[config.mk]
export PLATFORM = sky130hd
export DESIGN_NAME = comp_serial
export DESIGN_NICKNAME = d
export VERILOG_FILES = /design/src/rtl/comp_serial.sv
export SDC_FILE = /design/constraint.sdc
export NUM_CORES = 1
export LEC_CHECK = 0
export CAP_MARGIN = 10
export CORE_MARGIN = 5
export CORE_UTILIZATION = 30
export DETAILED_ROUTE_END_ITERATION = 16
export PLACE_DENSITY = 0.48
export SLEW_MARGIN = 20
export SYNTH_ARGS = -nofsm -noshare
export SYNTH_HDL_FRONTEND = slang
export SYNTH_SLANG_ARGS = --single-unit
[constraint.sdc]
create_clock -name clk_i -period 2.65 [get_ports clk_i]
set_input_delay 0.53 -clock clk_i [delete_from_list [all_inputs] [get_ports clk_i]]
set_output_delay 0.53 -clock clk_i [all_outputs]
set_load 0.05 [all_outputs]
[src/rtl/comp_serial.sv]
// Multi-cycle WIDTH-bit magnitude comparator, DIGIT bits per cycle, MSB digit first.
// Optional build macro COMP_EARLY_EXIT_EN: finish on the first differing digit.
module comp_serial #(
    parameter int WIDTH = 16,
    parameter int DIGIT = 4
) (
    input  logic             clk_i,
    input  logic             rst_i,
    input  logic             start_i,
    input  logic [WIDTH-1:0] a_i,
    input  logic [WIDTH-1:0] b_i,
    input  logic             sgn_i,
    output logic             busy_o,
    output logic             done_o,
    output logic             gt_o,
    output logic             lt_o,
    output logic             eq_o
);

    localparam int NDIG = WIDTH / DIGIT;
    localparam int IW   = (NDIG > 1) ? $clog2(NDIG) : 1;
    localparam logic [IW-1:0]    IDX_LAST = IW'(NDIG - 1);
    localparam logic [WIDTH-1:0] MSB_MASK = WIDTH'(1) << (WIDTH - 1);

    typedef enum logic [1:0] {S_IDLE, S_RUN, S_DONE} state_t;

    state_t           state_q;
    logic [WIDTH-1:0] a_q, b_q;
    logic [IW-1:0]    idx_q;
    logic             dec_gt_q, dec_lt_q;
    logic             busy_q, done_q, gt_q, lt_q, eq_q;

    logic [DIGIT-1:0] dig_a, dig_b;
    logic             decided;
    logic             dec_gt_d, dec_lt_d;
    logic             finish_d;

    // Operands shift left each RUN edge, so the digit under test is always the top one.
    always_comb begin
        dig_a    = a_q[WIDTH-1 -: DIGIT];
        dig_b    = b_q[WIDTH-1 -: DIGIT];
        decided  = dec_gt_q | dec_lt_q;
        dec_gt_d = dec_gt_q | (!decided && (dig_a > dig_b));
        dec_lt_d = dec_lt_q | (!decided && (dig_a < dig_b));
`ifdef COMP_EARLY_EXIT_EN
        finish_d = (idx_q == '0) || dec_gt_d || dec_lt_d;
`else
        finish_d = (idx_q == '0);
`endif
    end

    always_ff @(posedge clk_i) begin
        if (rst_i) begin
            state_q  <= S_IDLE;
            a_q      <= '0;
            b_q      <= '0;
            idx_q    <= '0;
            dec_gt_q <= 1'b0;
            dec_lt_q <= 1'b0;
            busy_q   <= 1'b0;
            done_q   <= 1'b0;
            gt_q     <= 1'b0;
            lt_q     <= 1'b0;
            eq_q     <= 1'b0;
        end else begin
            case (state_q)
                S_IDLE: begin
                    if (start_i) begin
                        // Flipping the sign bit maps two's-complement order onto unsigned order.
                        a_q      <= a_i ^ (sgn_i ? MSB_MASK : '0);
                        b_q      <= b_i ^ (sgn_i ? MSB_MASK : '0);
                        idx_q    <= IDX_LAST;
                        dec_gt_q <= 1'b0;
                        dec_lt_q <= 1'b0;
                        busy_q   <= 1'b1;
                        state_q  <= S_RUN;
                    end
                end
                S_RUN: begin
                    a_q      <= a_q << DIGIT;
                    b_q      <= b_q << DIGIT;
                    idx_q    <= idx_q - 1'b1;
                    dec_gt_q <= dec_gt_d;
                    dec_lt_q <= dec_lt_d;
                    if (finish_d) begin
                        busy_q  <= 1'b0;
                        done_q  <= 1'b1;
                        gt_q    <= dec_gt_d;
                        lt_q    <= dec_lt_d;
                        eq_q    <= !(dec_gt_d || dec_lt_d);
                        state_q <= S_DONE;
                    end
                end
                S_DONE: begin
                    done_q  <= 1'b0;
                    state_q <= S_IDLE;
                end
                default: begin
                    busy_q  <= 1'b0;
                    done_q  <= 1'b0;
                    state_q <= S_IDLE;
                end
            endcase
        end
    end

    assign busy_o = busy_q;
    assign done_o = done_q;
    assign gt_o   = gt_q;
    assign lt_o   = lt_q;
    assign eq_o   = eq_q;

endmodule

# --- Word level (Yosys, flattened, before mapping) ---
# Cells that the tools add are included.
classes:
  n_bitwise: 7
  eq_ne: 4
  n_reduce_logical: 13
  muxes: 18
  addsub: 1
  order_cmp: 2
ops:
  columns: ["operator", "count"]
  rows:
  - ["16-bit case mux with 2 select lines", 2]
  - ["16-bit two-way mux", 3]
  - ["16-bit XOR", 2]
  - ["2-bit case mux with 2 select lines", 2]
  - ["2-bit AND reduction", 4]
  - ["2-bit two-way mux", 3]
  - ["1-bit case mux with 2 select lines", 3]
  - ["4-bit greater-than comparator", 1]
  - ["2-bit logical NOT", 2]
  - ["4-bit < comparator", 1]
  - ["1-bit two-way mux", 4]
  - ["2-bit inequality test (second input constant)", 2]
  - ["1-bit OR", 3]
  - ["1-bit case mux with 3 select lines", 1]
  - ["3-bit AND reduction", 1]
  - ["2-bit by 1-bit equality test with 1-bit output (second input constant)", 1]
  - ["2-bit equality test (second input constant)", 1]
  - ["1-bit logical AND", 2]
  - ["1-bit logical NOT", 2]
  - ["1-bit inverter", 2]
  - ["2-bit nonzero test", 1]
  - ["2-bit by 1-bit subtractor with 2-bit output (second input constant)", 1]
  - ["1-bit logical OR", 1]
totals:
  output_inout_bits: 5
  register_bits: 43
  wordCells: 56
  input_bits: 36

# --- Longest topological paths before layout ---
# Gate-level depths: netlist (run 1).
logic_depth:
  ltp_word: 6
  mapped_depth: 6
  mapped_depth_nobuf: 6

# --- Worst setup path after synthesis (run 1) ---
# Ideal clock, no wire load.
synth_path:
  path_type: "flip-flop to flip-flop"
  startpoint: "register b_q[13]"
  endpoint: "register gt_q, in the netlist gt_o"
  arrival_ns: 1.293
  path_slack_ns: 1.243
  stages_incl_launch_ff: 7
  path_buffers: 0
  period_less_slack_ns: 1.407
  t_required_ns: 2.535
  setup_ns: 0.115
  path_cell_list: "dfxtp_1 > inv_1 > ha_1 > nor2b_1 > o211ai_1 > a21o_1 > a2111oi_0"
synth_between:
  elab_chain_cells: 3
synth_rtl:
  columns: ["item", "line", "source"]
  rows:
  - ["start, declared", "28", "logic [WIDTH-1:0] a_q, b_q;"]
  - ["start signal, assigned", "71", "b_q <= b_i ^ (sgn_i ? MSB_MASK : '0);"]
  - ["start signal, assigned", "81", "b_q <= b_q << DIGIT;"]
  - ["4-bit greater-than comparator", "43", "dec_gt_d = dec_gt_q | (!decided && (dig_a > dig_b));"]
  - ["1-bit logical AND", "43", null]
  - ["1-bit OR", "43", null]
  - ["end signal, assigned", "88", "gt_q <= dec_gt_d;"]
  - ["end, declared", "31", "logic busy_q, done_q, gt_q, lt_q, eq_q;"]
# No other way between the ends.
# A chain may end at the register's enable or synchronous reset.

# --- Final worst setup path (run 1) ---
layout_path:
  startpoint: "register busy_q, in the netlist busy_o"
  endpoint: "output busy_o"
layout_rtl:
  columns: ["item", "line", "source"]
  rows:
  - ["start, declared", "31", null]
  - ["start signal, assigned", "60", "busy_q <= 1'b0;"]
  - ["start signal, assigned", "75", "busy_q <= 1'b1;"]
  - ["start signal, assigned", "86", "busy_q <= 1'b0;"]
  - ["end, declared", "13", "output logic busy_o,"]
# No word-level cell between the ends.

==> results of run 1 <==
[logic make-up after synthesis]
family / Yosys count
fa+ha+maj: 5
flops: 43
xor+xnor: 2
compound gates: 35
buf+inv: 23
simple gates: 116
[layout make-up]
type / count / area [um2] / share of cell area, %
timing repair buffer: 47 / 452.9 / 18.97
tap: 75 / 93.84 / 3.931
clock buffer: 5 / 68.82 / 2.883
sequential: 43 / 860.8 / 36.06
multi-input combinational: 158 / 857.1 / 35.90
inverter: 8 / 30.03 / 1.258
clock inverter: 3 / 23.77 / 0.9958
[cell usage in the layout (no fill, tap or decap), types with 2 or more instances in the layout]
master	netlist	layout
a2111oi_0	5	5
o221a_2	2	2
o21ai_0	2	2
nand2_1	7	7
buf_4	2	7
ha_1	5	5
clkdlybuf4s50_1	0	40
nor4_1	17	17
a21oi_1	9	9
nor2_1	81	81
nand3b_1	3	3
clkinvlp_4	0	2
a22oi_1	8	8
inv_1	8	8
dfxtp_1	43	43
clkbuf_8	0	5
[sequential cells by signal, summed over array words and instances (netlist names), 2 cells and up]
name	flops
a_q	16
b_q	16
idx_q	2
state_q	2
[final timing paths]
path | cells past startpoint | to | slack (ns) | startpoint
setup / recovery | 1 | busy_o | 0.65 | busy_o$_SDFFE_PP0P_
hold / removal | 2 | done_o$_SDFFE_PP0P_ | 0.47 | done_o$_SDFFE_PP0P_
setup reg to reg | 5 | b_q[8]$_SDFFE_PP0P_ | 0.82 | state_q[1]$_SDFFE_PP0P_
hold reg to reg | 2 | done_o$_SDFFE_PP0P_ | 0.47 | done_o$_SDFFE_PP0P_
[stage by stage]
stage	hold slack (ns)	power, mW	instances
floorplan	0.4493	0.9882	224
global placement	0.4478	1.118	331
detailed placement	0.4571	1.119	331
CTS	0.4695	1.560	339
global route	0.5036	1.634	339
finish	0.4692	1.535	339
[power by group through the flow]
stage / Clock, mW / Sequential (mW) / Combinational [mW]
5_1_grt: 0.478 / 0.762 / 0.394
2_1_floorplan: 0 / 0.776 / 0.213
3_3_place_gp: 0 / 0.767 / 0.351
3_5_place_dp: 0 / 0.767 / 0.351
6_report: 0.437 / 0.752 / 0.347
4_1_cts: 0.454 / 0.752 / 0.354
[metal layers]
layer | track usage (%) | share of wire [%] | vias to the layer above
li1 | - | - | 849
met1 | 18.40 | 49 | 751
met2 | 20.75 | 44 | 36
met3 | 3.951 | 5.6 | 5
met4 | 4.945 | 1.2 | 0
met5 | 0 | 0 | -
==> run summary, run 1 <==
Largest net degree at the start of global routing - 22
Port Buf Inserts - 40
Post-layout util - 40.32%
Initial Util - 30.94%
Total number of vias - 1,641
CP Cell Sequence - clkdlybuf4s50_1
Critical path fanouts, max - 3
Slowest CP cell - clkdlybuf4s50_1
CP delay by family, top - buffers and inverters
CTS Buf Count - 5
Syn Nets - 265
Crit Path Category - register to output pin
Yosys reg bits - 43
Initial antenna violation count - 0
Synth top cells by count - nor2_1, dfxtp_1, nor4_1
Max Fclk - 500.6 MHz
Synth Area in Adders - 3.415%
Drt pass-1 iters - 4
CTS tree - yes
Avg Cell Area, Syn - 8.177 um2
Final hold vios - 0
Core area - 5921 um2
Min Tclk post-route - 1.998 ns
Grt ovf - 0
Most common cell in the synthesized netlist - nor2_1
Layout cells sized above 1 - 7.576%
Clock share of power - 28.5%
P&R area growth vs syn - 30.33%
Ys async rst share - 0%
Critical path's largest stage delay - 0.81 ns
Max-slew violation count - 0
H-tree Lvls - 2
Gr usage total - 13.64%
Mux contribution to synthesized area - 0%
CTS Sinks - 43
Antenna Cells - 0
Xor/xnor cell area share of the yosys netlist - 0.9563%
Sequential power share - 49.0%
Sw Share - 31.07%
Mapped cell area - 1832 um2
Synth unique cells - 35
WL final - 4709 um
Post-route cell area - 2387 um2
Worst slew margin - 62.98%
Io pins - 41
Setup WS post-layout - 0.6522 ns
Final setup viols - 0
Total of max-cap violations - 0
Main combinational cell family by area after synthesis - simple AND/OR/NAND/NOR gates
Sequential area share after synthesis - 46.99%
Total negative slack - 0 ns
CP Buf/Inv Count - 1
Vias in the first global route - 1,657
DRC Markers - 0
Post-synthesis compound-gate area fraction - 13.66%
Post-CTS Hold Fix Bufs - 0
First-pass GRT wire length - 8142 um
Setup Skew - 0.01003 ns
Worst-path clk slew - 0.08 ns
IR drop worst, VDD - 272.1 uV
# rows - 28
Logic pwr share - 22.6%
Die width - 88.14 um
Yosys warning total - 0
CTS-repair resized insts - 0
Place WS - 0.6262 ns
Placed Area - 2295 um2
Crit start category - register
Clock root cell - clkbuf_8
Largest area contributor in the netlist - dfxtp_1
Post-synth EDFFs - 0
Ys flop type - dfxtp_1
Die footprint - 7769 um2
HP Class - register to register
Vias per inst - 4.841
DIE HEIGHT - 88.14 um
Pwr dens - 643.1 nW/um2
Setup bufs post-CTS - 0
Post-Synthesis Cells - 224
Remaining antenna violation count - 0
Unrepaired setup endpoints after global routing - no
Top-area cell type share of the netlist area - 46.99%
Worst Tran Pin Value - 0.5540 ns
CP Data Arrival Time - 1.47 ns
Status - finished clean
Clock latency on the worst-skew pair - 0.30 ns
Internal power - 1.058 mW
Max Buffers Root-to-Sink - 2
Detail Placement HPWL - 3339 um
Initial drt markers - 93
Routed WL per cell - 13.89 um
Top cells by area, synth - dfxtp_1, nor2_1, nor4_1, ha_1, a22oi_1
Fillers - 645
Fin nets - 304
Post-synthesis simple-gate area fraction - 28.76%
Worst EP required - 2.12 ns
Leakage Power - 0.9640 nW
Crit share post-route - 75.39%
RePlAce Congestion - 0.7601
Psw - 477.0 uW
Setup crit end kind - output pin
No activity file was read; power rests on OpenSTA's default activity.
==> run 2, diff against run 1 <==
--- a/config.mk
+++ b/config.mk
@@ -9,7 +9,7 @@
 export CORE_MARGIN = 5
 export CORE_UTILIZATION = 30
 export DETAILED_ROUTE_END_ITERATION = 16
-export PLACE_DENSITY = 0.48
+export PLACE_DENSITY = 0.5
 export SLEW_MARGIN = 20
 export SYNTH_ARGS = -nofsm -noshare
 export SYNTH_HDL_FRONTEND = slang
==> constraint.sdc (replaced) <==
create_clock -name clk_i -period 1.65 [get_ports clk_i]
set_input_delay 0.33 -clock clk_i [delete_from_list [all_inputs] [get_ports clk_i]]
set_output_delay 0.33 -clock clk_i [all_outputs]
set_load 0.05 [all_outputs]
==> run 2 against run 1 <==
Net effect:
- clock power is 63% higher
- first-iteration DRC count is 46% lower
- critical path depth up 5
- register-to-register slack worse by 0.69 ns
- cell count increased by 2.1%
- sequential share of layout area fell by 1.0 points
- die area unchanged
- clock skew decreased by 0.0030 ns
- critical path type is now register to register
==> run summary, run 2 (synthesized netlist as in run 1, its figures left out) <==
Clock root cell - clkbuf_8
Initial Util - 30.94% (unchanged)
First-pass GRT wire length - 7596 um (-6.7%)
CTS Buf Count - 5 (unchanged)
Post-CTS Hold Fix Bufs - 0 (unchanged)
Gr usage total - 12.71% (-0.93 points)
Layout cells sized above 1 - 12.92% (+5.3 points)
Initial drt markers - 50 (-46%)
Routed WL per cell - 13.21 um (-4.9%)
Most frequent cells in the layout - nor2_1, dfxtp_1, clkdlybuf4s50_1, nor4_1, buf_4
# rows - 28 (unchanged)
Max Fclk - 658.6 MHz
Post-route cell area - 2460 um2 (+3.0%)
P&R area growth vs syn - 34.29%
Worst slew margin - 75.72% (+13 points)
RePlAce Congestion - 0.7114 (-6.4%)
Core area - 5921 um2 (unchanged)
Total number of vias - 1,661 (+1.2%)
Final setup viols - 0 (unchanged)
DIE HEIGHT - 88.14 um (unchanged)
Hold slack final - 0.4618 ns (-0.007403 ns)
IR drop worst, VDD - 342.4 uV (+26%)
Biggest regs - a_q x16, b_q x16
HP Class - register to register
Register area - 862.1 um2 (+0.15%)
CP Data Arrival Time - 1.70 ns (+0.23 ns)
Initial antenna violation count - 0 (unchanged)
Multi-input logic area - 865.8 um2 (+1.0%)
H-tree Lvls - 2 (unchanged)
Total negative slack - 0 ns (unchanged)
Total of max-cap violations - 0 (unchanged)
Post-layout util - 41.55% (+1.2 points)
Detail Placement HPWL - 3332 um (-0.23%)
Drt pass-1 iters - 4 (unchanged)
Unrepaired setup endpoints after global routing - no
Min Tclk post-route - 1.518 ns
Die footprint - 7769 um2 (unchanged)
M1 WL - 2138 um (-6.8%)
CTS tree - yes
Clock latency on the worst-skew pair - 0.29 ns (about the same)
Placed Area - 2347 um2 (+2.3%)
Max Buffers Root-to-Sink - 2 (unchanged)
Met2 wire length - 2080 um (-0.57%)
Setup bufs post-CTS - 0 (unchanged)
Setup crit end kind - register
Setup Skew - 0.006988 ns (-0.003037 ns)
Max-slew violation count - 0 (unchanged)
Worst EP required - 1.84 ns (-0.28 ns)
Final hold vios - 0 (unchanged)
Die width - 88.14 um (unchanged)
Tot Pwr - 2.511 mW (+64%)
WL final - 4571 um (-2.9%)
Largest net degree at the start of global routing - 26 (+18%)
Most common cell after layout, fill and taps aside - nor2_1
Status - finished clean
Grt ovf - 0 (unchanged)
Fin nets - 311 (+2.3%)
Crit Path Category - register to register
Vias per inst - 4.801 (-0.83%)
Critical path fanouts, max - 3 (unchanged)
Port Buf Inserts - 40 (unchanged)
WL met3 - 289 um (+9.5%)
Leakage Power - 1.021 nW (+5.9%)
Remaining antenna violation count - 0 (unchanged)
Fillers - 616 (-4.5%)
Io pins - 41 (unchanged)
DRC Markers - 0 (unchanged)
Antenna Cells - 0 (unchanged)
Max Used Layer - met4
Pwr dens - 1021 nW/um2 (+59%)
CTS Sinks - 43 (unchanged)
Crit share post-route - 92.02%
Crit start category - register
Worst-path clk slew - 0.08 ns (about the same)
Vias in the first global route - 1,609 (-2.9%)
Worst Tran Pin Value - 0.3550 ns (-0.1989 ns)
## run 2: where the power goes
| group | internal (mW) | total (mW) | switching (mW) |
|---|---|---|---|
| Combinational | 0.277 | 0.592 | 0.315 |
| Clock | 0.342 | 0.714 | 0.372 |
| Sequential | 1.14 | 1.21 | 0.0606 |
| Total | 1.76 | 2.51 | 0.748 |
## run 2: per-stage QoR
step                      std cells  setup WS (ns)
after floorplan                 224         0.2426
after global placement          338       -0.04278
after detailed placement        338        -0.1366
after CTS                       346       0.004132
after global routing            346        0.01344
final                           346         0.1317
## run 2: metal layers
layer,track usage (%),up-vias
li1,-,862
met1,16.65,763
met3,4.139,7
met5,0,-
met4,4.121,0
met2,19.86,29
## run 2: layout make-up
type / count / share of cell area, %
multi-input combinational: 158 / 35.20
sequential: 43 / 35.05
inverter: 8 / 1.221
timing repair buffer: 54 / 20.70
clock inverter: 2 / 0.6612
tap: 75 / 3.815
clock buffer: 6 / 3.357
## run 2: timing repair
item,CTS,global route
endpoints found under the hold margin,0,0
endpoints found under the setup margin,1,10
gates resized for setup,1,4
## run 2: final timing paths
check | startpoint | endpoint | slack (ns) | cells past startpoint
worst min register to register | done_o$_SDFFE_PP0P_ | done_o$_SDFFE_PP0P_ | 0.46 | 2
worst min-delay path | done_o$_SDFFE_PP0P_ | done_o$_SDFFE_PP0P_ | 0.46 | 2
worst max-delay path | b_q[13]$_SDFFE_PP0P_ | gt_o$_SDFFE_PP0P_ | 0.13 | 6
worst max register to register | b_q[13]$_SDFFE_PP0P_ | gt_o$_SDFFE_PP0P_ | 0.13 | 6
## run 2: worst max-delay path, cell delays in order (launching register included)
cell and delay, ns:
dfxtp_1 0.35, inv_1 0.05, ha_1 0.27, nor2b_1 0.13
o211ai_1 0.10, a21o_1 0.21, a2111oi_2 0.31
